<file path="config.mk">
export PLATFORM = sky130hd
export DESIGN_NAME = isp_spi_bridge
export DESIGN_NICKNAME = d
export VERILOG_FILES = /design/src/rtl/isp_spi_bridge.sv
export SDC_FILE = /design/constraint.sdc
export NUM_CORES = 1
export LEC_CHECK = 0
export CORE_MARGIN = 4
export CORE_UTILIZATION = 25
export DETAILED_ROUTE_END_ITERATION = 16
export GPL_ROUTABILITY_DRIVEN = 0
export SKIP_LAST_GASP = 1
export SLEW_MARGIN = 5
export SYNTH_ARGS = -nofsm -noshare
export SYNTH_HDL_FRONTEND = slang
export SYNTH_SLANG_ARGS = --single-unit
</file>
<file path="constraint.sdc">
create_clock -name clk -period 2.33 [get_ports clk]
set_input_delay 0.699 -clock clk [delete_from_list [all_inputs] [get_ports clk]]
set_output_delay 0.699 -clock clk [all_outputs]
set_load 0.02 [all_outputs]
</file>
<file path="src/rtl/isp_spi_bridge.sv">
// isp_spi_bridge: host byte-command interpreter driving a mode-0 SPI master on up to four chip selects.
module isp_spi_bridge #(
  parameter int CS_COUNT  = 1,
  parameter int DIV_RESET = 1
) (
  input  logic                clk,
  input  logic                reset,
  input  logic [7:0]          rx_data,
  input  logic                rx_valid,
  output logic                rx_ready,
  output logic [7:0]          tx_data,
  output logic                tx_valid,
  input  logic                tx_ready,
  output logic                spi_sclk,
  output logic [CS_COUNT-1:0] spi_csn,
  output logic                spi_mosi,
  input  logic                spi_miso,
  output logic                busy,
  output logic                err
);
  typedef enum logic [2:0] {S_IDLE, S_ARG, S_WDATA, S_SHIFT, S_RESP} state_t;
  localparam logic [7:0] CS_N = 8'(CS_COUNT);
  state_t              r_state;
  logic [7:0]          r_op, r_cnt, r_div, r_shift, r_cap, r_tick, r_tx_data;
  logic [2:0]          r_bits;
  logic [1:0]          r_sel;
  logic [CS_COUNT-1:0] r_csn;
  logic                r_sclk, r_tx_valid, r_rx_ready, r_busy, r_err;
  logic                w_rx_fire, w_start;
  logic [7:0]          w_byte;
  logic [CS_COUNT-1:0] w_cs_low;
  assign w_rx_fire = rx_valid & r_rx_ready;
  // every entry into SHIFT loads a byte and drops the selected CS
  assign w_start   = (w_rx_fire & (r_state == S_WDATA | (r_state == S_ARG & r_op == 8'hC2)))
                   | (r_state == S_RESP & tx_ready & r_cnt != 8'd0);
  assign w_byte    = r_state == S_WDATA ? rx_data : 8'hFF;
  assign w_cs_low  = ~(CS_COUNT'(1) << r_sel);
  assign rx_ready  = r_rx_ready;
  assign tx_data   = r_tx_data;
  assign tx_valid  = r_tx_valid;
  assign spi_sclk  = r_sclk;
  assign spi_csn   = r_csn;
  assign spi_mosi  = r_shift[7];
  assign busy      = r_busy;
  assign err       = r_err;
  always_ff @(posedge clk or posedge reset) begin
    if (reset) begin
      r_state    <= S_IDLE;
      r_op       <= 8'd0;
      r_cnt      <= 8'd0;
      r_div      <= 8'(DIV_RESET);
      r_shift    <= 8'd0;
      r_cap      <= 8'd0;
      r_tick     <= 8'd0;
      r_tx_data  <= 8'd0;
      r_bits     <= 3'd0;
      r_sel      <= 2'd0;
      r_csn      <= '1;
      r_sclk     <= 1'b0;
      r_tx_valid <= 1'b0;
      r_rx_ready <= 1'b1;
      r_busy     <= 1'b0;
      r_err      <= 1'b0;
    end else begin
      case (r_state)
        S_IDLE: if (w_rx_fire) begin
          r_op <= rx_data;
          if (rx_data == 8'h80) begin
            r_csn <= '1;
            r_err <= 1'b0;
          end else if (rx_data == 8'h81 || rx_data == 8'h82 || rx_data == 8'hC2 || rx_data == 8'h84) begin
            r_state <= S_ARG;
            r_busy  <= 1'b1;
          end else r_err <= 1'b1;
        end
        S_ARG: if (w_rx_fire) begin
          r_cnt <= rx_data;
          if (r_op == 8'h81) begin
            if (rx_data < CS_N) begin
              r_sel <= rx_data[1:0];
              r_csn <= '1;
            end else r_err <= 1'b1;
          end
          if (r_op == 8'h84) r_div <= rx_data;
          r_state <= r_op == 8'h82 ? S_WDATA : S_IDLE;
          r_busy  <= r_op == 8'h82;
        end
        S_SHIFT: begin
          if (r_tick != r_div) r_tick <= r_tick + 8'd1;
          else begin
            r_tick <= 8'd0;
            r_sclk <= ~r_sclk;
            if (!r_sclk) r_cap <= {r_cap[6:0], spi_miso};
            else if (r_bits != 3'd7) begin
              r_bits  <= r_bits + 3'd1;
              r_shift <= {r_shift[6:0], 1'b0};
            end else if (r_op == 8'hC2) begin
              r_state    <= S_RESP;
              r_tx_data  <= r_cap;
              r_tx_valid <= 1'b1;
            end else if (r_cnt == 8'd0) begin
              r_state    <= S_IDLE;
              r_rx_ready <= 1'b1;
              r_busy     <= 1'b0;
            end else begin
              r_cnt      <= r_cnt - 8'd1;
              r_state    <= S_WDATA;
              r_rx_ready <= 1'b1;
            end
          end
        end
        S_RESP: if (tx_ready) begin
          r_tx_valid <= 1'b0;
          if (r_cnt == 8'd0) begin
            r_state    <= S_IDLE;
            r_rx_ready <= 1'b1;
            r_busy     <= 1'b0;
          end else r_cnt <= r_cnt - 8'd1;
        end
        default: ;
      endcase
      if (w_start) begin
        r_state    <= S_SHIFT;
        r_shift    <= w_byte;
        r_csn      <= w_cs_low;
        r_tick     <= 8'd0;
        r_bits     <= 3'd0;
        r_sclk     <= 1'b0;
        r_rx_ready <= 1'b0;
        r_busy     <= 1'b1;
      end
    end
  end
endmodule

</file>
# == Word level (Yosys, flattened, before mapping) ==
# Cells that the tools add are included.
# totals
register_bits,70
in_bits,13
output_inout_bits,15
elab_cells,180
# classes
addsub,3
magnitude_cmp,1
eq_ne,40
n_shift,1
n_mux,79
bitwise_logic,11
reduce_logical,29
# ops
cell,n
8-bit 2-to-1 mux,16
"8-bit equality test, second input constant",9
3-bit 2-to-1 mux,16
1-bit 2-to-1 mux,38
"3-bit inequality test, second input constant",12
8-bit case mux with 3 select lines,1
"2-bit inequality test, second input constant",10
10-bit AND reduction,2
6-bit AND reduction,3
7-bit AND reduction,2
3-bit case mux with 4 select lines,1
2-bit nonzero test,5
"3-bit by 2-bit inequality test with 1-bit output, second input constant",3
3-bit nonzero test,3
"8-bit by 1-bit adder with 8-bit output, second input constant",1
8-bit logical NOT,1
"8-bit by 1-bit < comparator with 1-bit output, second input constant",1
8-bit inequality test,1
1-bit case mux with 2 select lines,4
4-bit AND reduction,2
8-bit nonzero test,1
"8-bit by 1-bit subtractor with 8-bit output, second input constant",1
"3-bit by 2-bit equality test with 1-bit output, second input constant",2
3-bit AND reduction,2
other kinds (15),27

# == Logic depth before layout (Yosys ltp) ==
# logic_depth
word_depth,9
ltp_mapped,8
mapped_depth_nobuf,7

# == Worst setup path before layout ==
# OpenSTA, ideal clock, no wires.
# synth_timing
path_type,flip-flop to flip-flop
from,register r_cnt[0]
to,register r_cnt[0]
setup_ns,0.124
arrival_ns,1.990
required_time_ns,2.206
path_slack_ns,0.216
stages_incl_launch_ff,9
path_cell_list,dfrtp_1 -> inv_1 -> ha_1 -> or4b_4 -> or2_4 -> o2111ai_2 -> buf_6 -> nor4_1 -> a211o_1
# synth_between
elab_chain_len,7
elab_cells_between_ends,9
classes_between,add/sub (1); mux (7); reduce/logical (1)
# synth_rtl
item,line,rtl
"start, declared",24,"logic [7:0] r_op, r_cnt, r_div, r_shift, r_cap, r_tick, r_tx_data;"
"start signal, assigned",77,r_cnt <= rx_data;
"start signal, assigned",106,r_cnt <= r_cnt - 8'd1;
"start signal, assigned",118,end else r_cnt <= r_cnt - 8'd1;
8-bit by 1-bit subtractor with 8-bit output / 8-bit logical NOT (equally long branches),--,
8-bit 2-to-1 mux *,"101, 114",
8-bit 2-to-1 mux,97,end else if (r_op == 8'hC2) begin
8-bit 2-to-1 mux,94,else if (r_bits != 3'd7) begin
8-bit 2-to-1 mux,93,"if (!r_sclk) r_cap <= {r_cap[6:0], spi_miso};"
8-bit 2-to-1 mux,89,if (r_tick != r_div) r_tick <= r_tick + 8'd1;
8-bit case mux with 3 select lines *,65,case (r_state)
# Every way passes the cells marked *; elsewhere a longest branch is shown, timed or not. The select of a mux whose other input is x is not followed.
# A chain may end at the register's enable or synchronous reset.

# == Final worst setup path ==
# layout_timing
from,register r_cnt[0]
to,register r_busy (netlist: busy)
# layout_between
elab_chain_len,8
elab_cells_between_ends,23
classes_between,eq/ne (9); mux (8); bitwise (2); reduce/logical (4)
# layout_rtl
item,line,rtl
8-bit logical NOT,"101, 114",
1-bit 2-to-1 mux (5 in series),--,
1-bit case mux with 4 select lines,--,
1-bit 2-to-1 mux,122,if (w_start) begin
"end signal, assigned",104,r_busy <= 1'b0;
"end signal, assigned",117,r_busy <= 1'b0;
"end signal, assigned",130,r_busy <= 1'b1;
"end, declared",28,"logic r_sclk, r_tx_valid, r_rx_ready, r_busy, r_err;"
# Parallel ways exist; a longest one is shown, timed or not. The select of a mux whose other input is x is not followed.

==> results.ini <==
[status]
status = completed

[clock_network]
clk_latency_ns = 0.33
cts_hold_buf = 0
cts_root_buf = clkbuf_16
cts_tree = done
cts_buffers = 9
cts_sinks = 70
cts_buffer_depth = 2
clkTransAtPathRegs_ns = 0.06
cts_max_level = 3

[synthesis]
async_flop_share_pct = 100
yosys-top-cells-count = dfrtp_1, nor2_1, mux2_2
synth_seq_area_share_pct = 46.9
synth_area_um2 = 3740
netlist.top_cell.by_area = dfrtp_1
synth_top_area_share_pct = 44.8
synth-edff-count = 0
avgSynthCellArea_um2 = 10.7
synth_area_leaders = dfrtp_1, mux2_2, nor2_1, a21oi_1, mux2_1
ys_seq_elements = 70
yosysWarningCount = 0
syn-num-nets = 367
synth_cell_types = 67
netlist_instances = 350
synth_most_common_cell = dfrtp_1
ys.flop_type = dfrtp_1

[global_routing]
grtUsageTotal_pct = 11.9
antenna_found_initial = 0
grt_pass1_vias = 3139
globalRouteOverflowTotal = 0
grt_pass1_wl_um = 16100
grt_max_degree = 38

[power]
worst_ir_drop_vdd_mv = 0.568
power.leakage_nw = 2.13
power_density_nw_per_um2 = 1150

[detailed_routing]
via_per_inst = 5.09
top_layer_used = met4
route.met2.wl_um = 4750
via_count = 3133
wl_per_cell_um = 15.4
drt-met1-wl_um = 4330
finalWirelength_um = 9510
wl_met3_um = 297
drc = 0
ant_nets = 0
drt_iter0_markers = 182
first_pass_iters = 4

[layout]
area_delta_synth_final_pct = 31.3
diodes = 0
drive_gt1_share_pct = 28.2
design_area_um2 = 4910
utilization_pct = 33.7
layout.nets = 444

[worst_hold_path]
hp-start = tx_data[1]$_DFFE_PP0P_
hold_path.class = reg -> reg

[setup_path]
reg2reg_from = r_cnt[0]$_DFFE_PP0P_
end_kind = flip-flop
startpoint_type = flip-flop
crit_type = reg -> reg
path_max_fanout = 5
r2r_setup_slack_ns = 0.01
arrival_ns = 2.53
startpoint = r_cnt[0]$_DFFE_PP0P_
worstPathRequired_ns = 2.54

[place]
place_hpwl_um = 7020
placed_cell_area_um2 = 4570
io_buffer_count = 27

[die]
start_util_pct = 25.6
die_h_um = 130
coreArea_um2 = 14600
dieWidth_um = 130
dieArea_um2 = 17000
rows = 44
io_pins = 28

[timing]
fin_crit_sh_pct = 99.6
max_freq_mhz = 431
rsz0062_at_grt = yes
slew_headroom_pct = 65.6
skew_ns = 0.00711
holdWs_ns = 0.482
worst_slew_pin_slew_ns = 0.503
setup_viol = 0
finalMaxSlewViolations = 0
hold_viol_final = 0
period_minus_slack_ns = 2.32

[run]
maxCapViolCount = 0

[stage by stage]
stage | std cells | setup slack [ns] | power (mW) | setup TNS [ns]
CTS | 613 | 0.00612 | 5.62 | 0
global route | 616 | -0.0818 | 6.06 | -0.140
floorplan | 350 | 0.216 | 3.48 | 0
detailed placement | 597 | -0.315 | 4.30 | -5.04
finish | 616 | 0.00951 | 5.67 | 0
global placement | 597 | -0.274 | 4.22 | -4.42
[path summary, 6_finish.rpt]
| check | endpoint | depth (start not counted) |
|---|---|---|
| worst max-delay path | busy$_DFFE_PP0P_ | 9 |
| worst min-delay path | tx_data[1]$_DFFE_PP0P_ | 1 |
| worst max register to register | busy$_DFFE_PP0P_ | 9 |
| worst min register to register | tx_data[1]$_DFFE_PP0P_ | 1 |
| max in group asynchronous | rx_ready$_DFFE_PP1P_ | 3 |
| min in group asynchronous | r_shift[7]$_DFFE_PP0P_ | 2 |
[state kept, by name (all words and copies together) (netlist names)]
name	cells
r_cap	8
r_cnt	8
r_div	8
r_op	8
r_shift	8
r_tick	8
tx_data	8
r_bits	3
r_state	3
r_sel	2
busy	1
err	1
rx_ready	1
spi_csn	1
spi_sclk	1
tx_valid	1
[cells by family (layout without fill, tap and decap cells)]
group                      after synthesis  after routing  synth area share [%]
adders and majority gates                4              4                  1.34
buffers and inverters                   20            102                  2.71
xor gates and xnor gates                 9              9                  2.11
AOI/OAI and AO/OA                       78             78                  14.7
DFF                                     70             70                  46.9
muxes                                   37             37                  11.0
and+or+nand+nor                        132            132                  21.2
[where the power goes]
group	internal [mW]	total [mW]	leakage (nW)	switching, mW
combinational	1.20	2.49	1.09	1.29
sequential	1.57	1.90	0.896	0.331
clock	0.754	1.29	0.139	0.532
total	3.52	5.67	2.13	2.15
[what timing repair did]
| action | in CTS | in global routing |
|---|---|---|
| gates resized for setup | 1 | 6 |
| setup buffers | 0 | 2 |
| pin swaps | 0 | 2 |
| gates cloned | 0 | 1 |
| endpoints found under the setup margin | 1 | 8 |
[layout by cell type (no fill, tap or decap), types with 4 or more instances in the layout]
master	n
dfrtp_1	67
buf_4	53
nor2_1	38
clkdlybuf4s50_1	27
mux2_2	26
a21oi_1	20
nand2_1	16
nor3_1	13
xnor2_1	9
o21ai_0	9
clkbuf_16	9
o21ai_1	8
mux2_1	8
a221o_1	7
nand3_1	7
a31oi_1	6
nand3b_1	6
nand4_1	5
o31ai_1	5
or3_1	4
and2_1	4
and3_1	4
ha_1	4
clkinv_4	4
[worst max-delay path, cell delays in order, from the launching register on]
cell and delay [ns]:
dfrtp_1 0.39, inv_1 0.07, ha_1 0.16, or4b_4 0.51, o211ai_4 0.24, o211ai_2 0.11
buf_4 0.17, buf_4 0.13, o2111a_1 0.24, o32a_1 0.16
[layout make-up]
| cell class | instances | area [um2] |
|---|---|---|
| Fill cell | 1441 | 9680 |
| Multi-Input combinational cell | 260 | 1920 |
| Sequential cell | 70 | 1760 |
| Timing Repair Buffer | 83 | 704 |
| Clock buffer | 10 | 239 |
| Tap cell | 184 | 230 |
| Clock inverter | 6 | 47.5 |
| Inverter | 3 | 15.0 |
[metal layers]
| layer | vias to the layer above | track usage [%] |
|---|---|---|
| met4 | 0 | 3.57 |
| met5 | - | 0 |
| met3 | 18 | 2.13 |
| li1 | 1468 | - |
| met2 | 64 | 19.4 |
| met1 | 1583 | 16.1 |
No activity file was read; power rests on OpenSTA's default activity.
